--- config.mk ---
export PLATFORM = sky130hd
export DESIGN_NAME = rst_cmd_initiator
export DESIGN_NICKNAME = d
export VERILOG_FILES = /design/src/rtl/rst_cmd_initiator_pkg.sv /design/src/rtl/rst_cmd_initiator_rst_wait_timer.sv /design/src/rtl/rst_cmd_initiator.sv
export SDC_FILE = /design/constraint.sdc
export NUM_CORES = 1
export LEC_CHECK = 0
export ABC_AREA = 0
export BUFFER_PORTS_ARGS = -buffer_cell sky130_fd_sc_hd__buf_2
export CAP_MARGIN = 20
export CORE_MARGIN = 4
export CORE_UTILIZATION = 46
export DETAILED_ROUTE_END_ITERATION = 7
export PLACE_DENSITY = 0.79
export SLEW_MARGIN = 20
export SYNTH_ARGS = -nofsm -noshare
export SYNTH_HDL_FRONTEND = slang
export SYNTH_SLANG_ARGS = --single-unit
--- constraint.sdc ---
create_clock -name clk -period 1.8 [get_ports clk]
set_clock_uncertainty 0.1 [all_clocks]
set_input_delay 0.36 -clock clk [delete_from_list [all_inputs] [get_ports clk]]
set_output_delay 0.36 -clock clk [all_outputs]
set_load 0.01 [all_outputs]
--- src/rtl/rst_cmd_initiator_pkg.sv ---
// +----------------------------------------------------------------------------+
// | rst_cmd_initiator_pkg                                                      |
// | Shared state encodings, opcodes and width helpers for the cmd sequencer.   |
// | Rev 1.0                                                                    |
// +----------------------------------------------------------------------------+
`default_nettype none

package rst_cmd_initiator_pkg;

  localparam int CMD_WIDTH_DEF = 16;
  localparam int CNT_WIDTH     = 8;
  localparam int TIMER_WIDTH   = 8;

  localparam logic [1:0] OP_STP = 2'b00;
  localparam logic [1:0] OP_EVP = 2'b01;
  localparam logic [1:0] OP_EVB = 2'b10;
  localparam logic [1:0] OP_RST = 2'b11;

  typedef enum logic [2:0] {
    ST_IDLE     = 3'd0,
    ST_FETCH    = 3'd1,
    ST_DECODE   = 3'd2,
    ST_RST_REQ  = 3'd3,
    ST_RST_WAIT = 3'd4,
    ST_DISPATCH = 3'd5
  } state_e;

  function automatic int clog2(input int value);
    int r;
    r = 0;
    for (int i = 0; i < 32; i++) begin
      if ((1 << r) < value) r = r + 1;
    end
    return r;
  endfunction

endpackage

`default_nettype wire

--- src/rtl/rst_cmd_initiator_rst_wait_timer.sv ---
// +----------------------------------------------------------------------------+
// | rst_wait_timer                                                             |
// | Clearable up-counter with terminal-count flag; exists only with            |
// | RST_TIMEOUT_EN defined.                                   Rev 1.0          |
// +----------------------------------------------------------------------------+
`default_nettype none

`ifdef RST_TIMEOUT_EN
module rst_wait_timer #(
  parameter int WIDTH    = 8,
  parameter int TERMINAL = 63
) (
  input  logic clk,
  input  logic rst,
  input  logic i_clear,
  input  logic i_enable,
  output logic o_tc
);

  localparam logic [WIDTH-1:0] TC_VAL = WIDTH'(TERMINAL);

  logic [WIDTH-1:0] count_q;
  logic [WIDTH-1:0] count_d;

  // Holds at the terminal value so o_tc stays asserted until cleared.
  always_comb begin
    count_d = count_q;
    if (i_clear) begin
      count_d = '0;
    end else if (i_enable && (count_q != TC_VAL)) begin
      count_d = count_q + 1'b1;
    end
  end

  always_ff @(posedge clk) begin
    if (rst) begin
      count_q <= '0;
    end else begin
      count_q <= count_d;
    end
  end

  assign o_tc = i_enable && (count_q == TC_VAL);

endmodule
`endif

`default_nettype wire

--- src/rtl/rst_cmd_initiator.sv ---
// +----------------------------------------------------------------------------+
// | rst_cmd_initiator                                                          |
// | Fetches/decodes command words; drives the reset handshake for RST and      |
// | forwards other opcodes. RST_TIMEOUT_EN adds a done_rst timeout. Rev 1.0    |
// +----------------------------------------------------------------------------+
`default_nettype none

module rst_cmd_initiator
  import rst_cmd_initiator_pkg::*;
#(
  parameter int buffer_size = 1024,
  parameter int CMD_WIDTH   = CMD_WIDTH_DEF,
  parameter int RST_TIMEOUT = 64
) (
  input  logic                 clk,
  input  logic                 rst,
  input  logic                 cmd_empty,
  output logic                 cmd_rd_en,
  input  logic [CMD_WIDTH-1:0] cmd_data,
  output logic                 start_rst,
  input  logic                 done_rst,
  output logic                 cmd_out_valid,
  input  logic                 cmd_out_ready,
  output logic [CMD_WIDTH-1:0] cmd_out_data,
  output logic                 rst_busy,
  output logic [CNT_WIDTH-1:0] rst_count,
  output logic                 rst_timeout
);

  if ((clog2(buffer_size) < 1) || (CMD_WIDTH < 2) ||
      (RST_TIMEOUT < 2) || (RST_TIMEOUT > (1 << TIMER_WIDTH))) begin : g_bad_cfg
    $error("rst_cmd_initiator: unsupported parameter combination");
  end

  state_e               state_q;
  state_e               state_d;
  logic [CMD_WIDTH-1:0] cmd_reg_q;
  logic [CMD_WIDTH-1:0] cmd_reg_d;
  logic [CNT_WIDTH-1:0] rst_count_q;
  logic [CNT_WIDTH-1:0] rst_count_d;
  logic [1:0]           opcode;

  assign opcode = cmd_data[CMD_WIDTH-1 -: 2];

`ifdef RST_TIMEOUT_EN
  logic rst_timeout_q;
  logic rst_timeout_d;
  logic timer_tc;

  rst_wait_timer #(
    .WIDTH    (TIMER_WIDTH),
    .TERMINAL (RST_TIMEOUT - 1)
  ) u_rst_wait_timer (
    .clk      (clk),
    .rst      (rst),
    .i_clear  (state_q == ST_RST_REQ),
    .i_enable (state_q == ST_RST_WAIT),
    .o_tc     (timer_tc)
  );
`endif

  always_comb begin
    state_d     = state_q;
    cmd_reg_d   = cmd_reg_q;
    rst_count_d = rst_count_q;
`ifdef RST_TIMEOUT_EN
    rst_timeout_d = rst_timeout_q;
`endif
    case (state_q)
      ST_IDLE: begin
        if (!cmd_empty) state_d = ST_FETCH;
      end
      ST_FETCH: begin
        state_d = ST_DECODE;
      end
      ST_DECODE: begin
        cmd_reg_d = cmd_data;
        case (opcode)
          OP_RST:                 state_d = ST_RST_REQ;
          OP_STP, OP_EVP, OP_EVB: state_d = ST_DISPATCH;
          default:                state_d = ST_DISPATCH;
        endcase
      end
      ST_RST_REQ: begin
        state_d = ST_RST_WAIT;
      end
      ST_RST_WAIT: begin
        // A done_rst arriving on the terminal cycle still counts as completion.
        if (done_rst) begin
          state_d     = ST_IDLE;
          rst_count_d = rst_count_q + 1'b1;
        end
`ifdef RST_TIMEOUT_EN
        else if (timer_tc) begin
          state_d       = ST_IDLE;
          rst_timeout_d = 1'b1;
        end
`endif
      end
      ST_DISPATCH: begin
        if (cmd_out_ready) state_d = ST_IDLE;
      end
      default: begin
        state_d = ST_IDLE;
      end
    endcase
  end

  always_ff @(posedge clk) begin
    if (rst) begin
      state_q     <= ST_IDLE;
      cmd_reg_q   <= '0;
      rst_count_q <= '0;
`ifdef RST_TIMEOUT_EN
      rst_timeout_q <= 1'b0;
`endif
    end else begin
      state_q     <= state_d;
      cmd_reg_q   <= cmd_reg_d;
      rst_count_q <= rst_count_d;
`ifdef RST_TIMEOUT_EN
      rst_timeout_q <= rst_timeout_d;
`endif
    end
  end

  assign cmd_rd_en     = (state_q == ST_FETCH);
  assign start_rst     = (state_q == ST_RST_REQ);
  assign cmd_out_valid = (state_q == ST_DISPATCH);
  assign cmd_out_data  = cmd_reg_q;
  assign rst_busy      = (state_q == ST_RST_REQ) || (state_q == ST_RST_WAIT);
  assign rst_count     = rst_count_q;
`ifdef RST_TIMEOUT_EN
  assign rst_timeout   = rst_timeout_q;
`else
  assign rst_timeout   = 1'b0;
`endif

endmodule

`default_nettype wire

==> results.json, run 1 <==
{
  "grt_pass1_vias": 1060,
  "use_met3_pct": 4.17,
  "layout-drive-gt1-share_pct": 36.8,
  "critPathCaptureType": "primary output",
  "finalCriticalPeriod_ns": 1.78,
  "p_leak_uw": 0.000649,
  "p_total_uw": 1090,
  "cpPeakStageDelay_ns": 0.37,
  "critPathMaxFanout": 11,
  "clkTransAtPathRegs_ns": 0.15,
  "drv_slew": 0,
  "synth_area_sq_mm": 0.00117,
  "pwr_density_cell_mw_per_mm2": 728,
  "vias_per_cell": 5.29,
  "critPathTopFamily": "flip-flops",
  "drt-pass1-iter-count": 6,
  "htreeDepth": 1,
  "fmax_mhz": 561,
  "core-area_sq_mm": 0.00245,
  "pin_count": 50,
  "start_util_pct": 47.7,
  "place.gp.congestion": 0.726,
  "synth_top_area_share_pct": 46.2,
  "period_share_pct": 99.0,
  "ys_seq_elements": 27,
  "synthTopCellsByCount": "nand2_1 (36), dfxtp_1 (27), a21oi_1 (23)",
  "worst_slew_margin_rel_pct": 66.4,
  "antenna_found_initial": 0,
  "die_area_sq_mm": 0.00342,
  "dieHeight_um": 58.5,
  "grt_max_degree": 28,
  "syn_inst": 142,
  "nets": 213,
  "root_buffer": "clkbuf_4",
  "grt_util_met2_pct": 29.7,
  "clk_latency_ns": 0.32,
  "ir_drop_mv": 0.631,
  "ant_nets": 0,
  "setup_violations": 0,
  "yosysUniqueCellTypes": 32,
  "cts_made_buffers": 3,
  "num_vias": 1163,
  "dp_hpwl_um": 2020,
  "met1_usage_pct": 19.6,
  "yosysTopAreaCell": "dfxtp_1",
  "hp-class": "input port to flip-flop",
  "slowest_stage": "dfxtp_4",
  "outcome": "finished clean",
  "dr.first_iter.drc_count": 59,
  "worstMarginPinSlew_ns": 0.504,
  "n_antenna_cell": 0,
  "clockBufferDepth": 2,
  "tritoncts": "done",
  "drcViolationCount": 0,
  "rsz0062_at_grt": "true",
  "hold_ws_ns": 0.153,
  "synth.avg_cell_area_sq_um": 8.25,
  "drt_wl_total_um": 3010,
  "crit_chain": "buf_4 > nor3b_1 > buf_2",
  "cp.required_ns": 1.34,
  "ys_seq_area_share_pct": 46.2,
  "hold_viol": 0,
  "fin_util_pct": 61.3,
  "area_growth_pct": 28.4,
  "startpoint_type": "flip-flop",
  "io_buffer_count": 48,
  "yosysMostFrequentCell": "nand2_1",
  "overflow": 0,
  "worstPathArrival_ns": 1.32,
  "synth-edff-count": 0,
  "path_buf_inv": 2,
  "ys.flop_type": "dfxtp_1",
  "worstSetupPathType": "flip-flop to primary output",
  "cts.sinks": 27,
  "maxCapViolations": 0,
  "die_w_um": 58.5,
  "busiest_layer": "met2",
  "ys_warn_count": 0,
  "grt_use_total_pct": 16.8,
  "syn_nets": 164,
  "wl_per_cell_um": 13.7,
  "synth.area.top_cells": "dfxtp_1 (46%), nand2_1 (12%), a21oi_1 (9.8%), o31ai_1 (3.2%), or4_1 (3.2%)",
  "rows": 18,
  "ys_async_sr_fraction_pct": 0,
  "grt_pass1_wl_um": 4540
}
==> power by group <==
part | internal [uW] | switching, uW
clock | 84.9 | 182
combinational | 88.7 | 93.2
sequential | 621 | 24.1
total | 795 | 300
==> area by class of cell <==
type / instances / area [sq um]
Fill cell: 222 / 951
Multi-Input combinational cell: 101 / 577
Sequential cell: 27 / 549
Timing Repair Buffer: 55 / 299
Tap cell: 30 / 37.5
Clock buffer: 3 / 22.5
Inverter: 3 / 11.3
Clock inverter: 1 / 7.51
==> what timing repair did <==
item,CTS,global route
pin swaps,0,2
setup buffers,1,4
hold buffers,0,0
resized for setup,10,1
setup endpoints to repair,3,6
==> registers in the layout (all words and copies together), names as in the netlist <==
register and cells:
rst_count 8, cmd_out_data 16, state_q 3
==> worst register-to-register path, stage by stage, from the launching register on <==
cell	delay, ns
dfxtp_4	0.37
buf_4	0.16
nand4bb_4	0.26
or4_1	0.55
a21oi_1	0.15
==> per-layer routing <==
metal  share of wire [%]  vias to the layer above
li1                    -                      578
met1                  42                      534
met2                  50                       45
met3                 7.4                        6
met4                 1.0                        0
met5                   0                        -
==> through the flow <==
stage	setup TNS [ns]	instances	area, sq um	setup WS, ns
floorplan	0	142	1170	0.216
global placement	0	211	1400	0.221
detailed placement	0	211	1400	0.152
CTS	0	216	1470	0.0122
global route	-0.0266	220	1500	-0.0150
finish	0	220	1500	0.0187
==> final timing paths <==
check / start / end / slack, ns / cells past startpoint
setup / recovery: state_q[1]$_SDFFE_PP0P_ / cmd_rd_en / 0.02 / 3
hold / removal: cmd_data[5] / cmd_out_data[5]$_SDFFE_PP0N_ / 0.15 / 3
setup reg to reg: state_q[1]$_SDFFE_PP0P_ / rst_count[6]$_SDFFE_PP0P_ / 0.13 / 4
hold reg to reg: cmd_out_data[8]$_SDFFE_PP0N_ / cmd_out_data[8]$_SDFFE_PP0N_ / 0.37 / 2
==> logic make-up after synthesis <==
group / after synthesis / share of synthesized area [%]
muxes: 2 / 1.82
xor gates and xnor gates: 1 / 0.748
other: 1 / 0.320
and+or+nand+nor: 63 / 28.3
adders and majority gates: 1 / 1.07
buffers and inverters: 14 / 6.09
AOI/OAI and AO/OA: 33 / 15.5
DFF: 27 / 46.2
==> cells in the final DEF, fill, tap and decap left out, types with 3 or more instances in the layout <==
master	Yosys	layout
nand2_1	36	36
dfxtp_1	27	24
a21oi_1	23	23
buf_2	3	47
o31ai_1	5	5
nor2_1	4	4
buf_4	2	7
or4_1	5	5
o21ai_0	4	4
inv_1	3	3
clkbuf_4	0	3
Power figures use the tool's default switching activity.
==> run 2: changes to the inputs <==
--- a/config.mk
+++ b/config.mk
@@ -8,7 +8,6 @@
 export ABC_AREA = 0
 export BUFFER_PORTS_ARGS = -buffer_cell sky130_fd_sc_hd__buf_2
 export CAP_MARGIN = 20
-export CORE_MARGIN = 4
 export CORE_UTILIZATION = 46
 export DETAILED_ROUTE_END_ITERATION = 7
 export PLACE_DENSITY = 0.79
==> results.json, run 2 (synthesis gave the netlist of run 1 again) <==
{
  "worstSetupStartpoint": "state_q[1]$_SDFFE_PP0P_",
  "start_util_pct": 51.0,
  "ff2ff_setup_slack_ns": 0.12,
  "drv_slew": 0,
  "pin_count": 50,
  "final_common_cell": "buf_2",
  "worstHoldEndpoint": "cmd_out_data[3]$_SDFFE_PP0N_",
  "fmax_mhz": 564,
  "critPathMaxFanout": 2,
  "pwr_density_cell_mw_per_mm2": 727,
  "fin_util_pct": 65.4,
  "cts_made_buffers": 3,
  "grt_pass1_vias": 1044,
  "critPathCaptureType": "primary output",
  "drt-pass1-iter-count": 4,
  "postCtsHoldBufs": 0,
  "tritoncts": "done",
  "layout_common_cells": "buf_2 (47), nand2_1 (36), dfxtp_1 (24), a21oi_1 (23), buf_4 (7)",
  "finalCriticalPeriod_ns": 1.77,
  "cp_num_cells": 4,
  "hold_viol": 0,
  "overflow": 0,
  "io_buffer_count": 48,
  "dpl_cell_area_sq_mm": 0.00140,
  "dp_hpwl_um": 1770,
  "dieHeight_um": 52.5,
  "holdPathStages": 3,
  "vias_per_cell": 5.22,
  "maxCapViolations": 0,
  "root_buffer": "clkbuf_4",
  "grt_use_total_pct": 21.8,
  "nets": 213,
  "drcViolationCount": 0,
  "worstPathArrival_ns": 1.31,
  "core-area_sq_mm": 0.00230,
  "finish.instance_area_sq_mm": 0.00150,
  "period_share_pct": 98.6,
  "ir_drop_mv": 0.622,
  "grt_max_degree": 28,
  "htreeDepth": 1,
  "rsz0062_at_grt": "true",
  "slowest_stage": "dfxtp_4",
  "cpPeakStageDelay_ns": 0.37,
  "die_w_um": 52.5,
  "clockBufferDepth": 2,
  "area_growth_pct": 28.2,
  "path_buf_inv": 1,
  "hold_ws_ns": 0.139,
  "die_area_sq_mm": 0.00275,
  "crit_chain": "nor2b_4 > and2_4 > or2_4 > buf_6",
  "grt_pass1_wl_um": 4400,
  "place.gp.congestion": 0.769,
  "setup_violations": 0,
  "clk_latency_ns": 0.33,
  "ant_nets": 0,
  "dr.first_iter.drc_count": 11,
  "cp.required_ns": 1.34,
  "rr_worst_depth": 4,
  "clkTransAtPathRegs_ns": 0.15,
  "critPathTopFamily": "simple AND/OR/NAND/NOR gates",
  "r2r-end": "rst_count[5]$_SDFFE_PP0P_",
  "drt_wl_total_um": 2600,
  "wl_per_cell_um": 11.9,
  "largest_reg_flops": 16,
  "r2r_start": "state_q[1]$_SDFFE_PP0P_",
  "antenna_found_initial": 0,
  "cts.sinks": 27,
  "hp-class": "input port to flip-flop",
  "n_antenna_cell": 0,
  "p_leak_uw": 0.000650,
  "layout-drive-gt1-share_pct": 36.8,
  "outcome": "finished clean",
  "startpoint_type": "flip-flop",
  "worstSetupPathType": "flip-flop to primary output",
  "rows": 17,
  "num_vias": 1138,
  "worstHoldStart": "cmd_data[3]"
}
==> run 2: cell counts in the layout (fill, tap and decap cells not counted) <==
Identical to the previous run, type by type.
==> run 2: what timing repair did <==
action,CTS,global route
endpoints found under the hold margin,0,0
resized for setup,7,4
setup endpoints to repair,2,2
setup buffers,3,2
pin swaps,1,1
==> run 2: worst max path at each step <==
| stage | endpoint | slack (ns) |
|---|---|---|
| global route | rst_busy | -0.01 |
| floorplan | rst_busy | 0.22 |
| finish | rst_busy | 0.03 |
| CTS | rst_busy | 0.0005 |
| global placement | rst_busy | 0.21 |
| detailed placement | rst_count[5]$_SDFFE_PP0P_ | 0.14 |
==> run 2: report_power, final <==
group | switching (uW) | internal [uW]
logic | 89.6 | 90.1
registers | 21.8 | 621
clock network | 184 | 85.2
total | 296 | 796
==> run 2: tightest hold or removal path, cell delays in order <==
cell and delay (ns):
buf_2 0.09, nand2_1 0.04, a21oi_1 0.05
==> run 2: stage by stage <==
stage	TNS [ns]	power, uW	instances	setup WS, ns
2_1_floorplan	0	755	142	0.216
3_3_place_gp	0	804	209	0.212
3_5_place_dp	0	809	209	0.142
4_1_cts	0	1100	216	0.000543
5_1_grt	-0.0125	1150	218	-0.0125
6_report	0	1090	218	0.0256
==> run 2: routing by layer <==
metal	vias up	track usage (%)	part of all wire (%)	routed length, um
met5	-	0	0	0
met1	521	25.9	44	1160
met3	5	2.90	4.0	103
met2	31	38.0	50	1290
li1	581	-	-	-
met4	0	10.5	2.0	51
==> run 2: final cells by class <==
type	count	area, sq um
Multi-Input combinational cell	101	577
Clock buffer	3	22.5
Fill cell	203	796
Sequential cell	27	549
Clock inverter	1	7.51
Inverter	3	11.3
Timing Repair Buffer	55	299
Tap cell	28	35.0
==> run 3: changes to the inputs <==
--- a/config.mk
+++ b/config.mk
@@ -7,7 +7,7 @@
 export LEC_CHECK = 0
 export ABC_AREA = 0
 export BUFFER_PORTS_ARGS = -buffer_cell sky130_fd_sc_hd__buf_2
-export CAP_MARGIN = 20
+export CORE_MARGIN = 8
 export CORE_UTILIZATION = 46
 export DETAILED_ROUTE_END_ITERATION = 7
 export PLACE_DENSITY = 0.79
==> results.json, run 3 (synthesis gave the netlist of run 1 again) <==
{
  "outcome": "finished clean",
  "nets": 209,
  "die_area_sq_mm": 0.00442,
  "hold_viol": 0,
  "num_vias": 1113,
  "r2r_start": "state_q[1]$_SDFFE_PP0P_",
  "fin_cells": 216,
  "htreeDepth": 1,
  "ff2ff_setup_slack_ns": 0.08,
  "period_share_pct": 97.6,
  "antenna_found_initial": 0,
  "grt_pass1_vias": 1070,
  "layout_common_cells": "buf_2 (47), nand2_1 (36), dfxtp_1 (24), a21oi_1 (23)",
  "worstSetupPathType": "flip-flop to primary output",
  "clockBufferDepth": 2,
  "overflow": 0,
  "worstHoldStart": "cmd_data[1]",
  "tritoncts": "done",
  "largest_reg_flops": 16,
  "io_buffer_count": 48,
  "critPathCaptureType": "primary output",
  "fin_util_pct": 59.9,
  "pwr_density_cell_mw_per_mm2": 727,
  "hold_ws_ns": 0.157,
  "pin_count": 50,
  "finalCriticalPeriod_ns": 1.76,
  "fillers": 217,
  "ant_nets": 0,
  "critPathMaxFanout": 2,
  "worstHoldEndpoint": "cmd_out_data[1]$_SDFFE_PP0N_",
  "holdPathStages": 3,
  "dr.first_iter.drc_count": 32,
  "rows": 18,
  "grt_max_degree": 28,
  "grt_use_total_pct": 12.6,
  "cp.required_ns": 1.34,
  "drv_slew": 0,
  "hp-class": "input port to flip-flop",
  "worst_slack_ns": 0.0424,
  "n_antenna_cell": 0,
  "r2r-end": "rst_count[6]$_SDFFE_PP0P_",
  "wl_per_cell_um": 13.2,
  "rr_worst_depth": 4,
  "fmax_mhz": 569,
  "start_util_pct": 47.7,
  "cts.sinks": 27,
  "maxCapViolations": 0,
  "vias_per_cell": 5.15,
  "drt_wl_total_um": 2850,
  "root_buffer": "clkbuf_4",
  "drt-pass1-iter-count": 4,
  "layout-drive-gt1-share_pct": 35.5,
  "placed_cells": 211,
  "clk_latency_ns": 0.32,
  "dp_hpwl_um": 2140,
  "cts_made_buffers": 3,
  "p_total_uw": 1070,
  "area_growth_pct": 25.6,
  "core-area_sq_mm": 0.00245,
  "p_leak_uw": 0.000635,
  "dp_slack_ns": 0.168,
  "drcViolationCount": 0,
  "die_w_um": 66.5,
  "grt_pass1_wl_um": 4530,
  "final_common_cell": "buf_2",
  "startpoint_type": "flip-flop",
  "worstPathArrival_ns": 1.30,
  "setup_violations": 0,
  "ir_drop_mv": 0.583,
  "dieHeight_um": 66.5,
  "postCtsHoldBufs": 0,
  "clkTransAtPathRegs_ns": 0.14,
  "place.gp.congestion": 0.774
}
[run 3: cell count changes in the layout (fill, tap and decap cells not counted)]
| cell | change |
|---|---|
| buf_4 | -4 |
| clkinv_2 | +1 |
| clkinvlp_4 | -1 |
[run 3: per-layer routing]
metal | routed length [um] | up-vias | part of all wire [%] | global-route usage, %
met5 | 0 | - | 0 | 0
met4 | 12 | 0 | 0.42 | 3.20
met3 | 228 | 2 | 8.0 | 5.20
met2 | 1440 | 31 | 51 | 23.2
met1 | 1170 | 513 | 41 | 12.8
li1 | - | 567 | - | -
[run 3: cell type report]
class | count | area (sq um) | area share [%]
inverters | 3 | 11.3 | 0.765
multi-input cells | 101 | 577 | 39.2
flip-flops and latches | 27 | 549 | 37.3
well taps | 30 | 37.5 | 2.55
clock buffers | 3 | 22.5 | 1.53
repair buffers | 51 | 269 | 18.3
clock inverters | 1 | 5.00 | 0.340
[run 3: power by group]
| group | leakage [uW] | internal, uW | switching, uW |
|---|---|---|---|
| registers | 0.000220 | 621 | 24.3 |
| logic | 0.000397 | 81.6 | 87.1 |
| clock network | 0.0000177 | 83.2 | 173 |
| total | 0.000635 | 786 | 285 |
[run 3: worst max path at each step]
stage               slack (ns)  depth (start not counted)                   endpoint                     from
floorplan                 0.22                          4                   rst_busy  state_q[2]$_SDFFE_PP0P_
global route            -0.007                          4                   rst_busy  state_q[2]$_SDFFE_PP0P_
finish                    0.04                          4                   rst_busy  state_q[1]$_SDFFE_PP0P_
detailed placement        0.17                          3  rst_count[6]$_SDFFE_PP0P_  state_q[1]$_SDFFE_PP0P_
CTS                      0.002                          4                   rst_busy  state_q[1]$_SDFFE_PP0P_
global placement          0.23                          4                   rst_busy  state_q[1]$_SDFFE_PP0P_
[run 3: per-stage QoR]
| step | setup TNS [ns] | area [sq um] |
|---|---|---|
| floorplan | 0 | 1170 |
| global placement | 0 | 1400 |
| detailed placement | 0 | 1400 |
| CTS | 0 | 1460 |
| global route | -0.00724 | 1470 |
| finish | 0 | 1470 |
[run 3: worst max-delay path, stage by stage, from the launching register on]
cell and delay, ns:
dfxtp_4 0.37, nor2b_4 0.12, and2_4 0.15, or2_4 0.22, buf_6 0.12
[run 3: repair_timing]
item / in CTS / in global routing
setup buffers: 1 / 0
pin swaps: 0 / 1
setup endpoints to repair: 2 / 3
resized for setup: 6 / 5
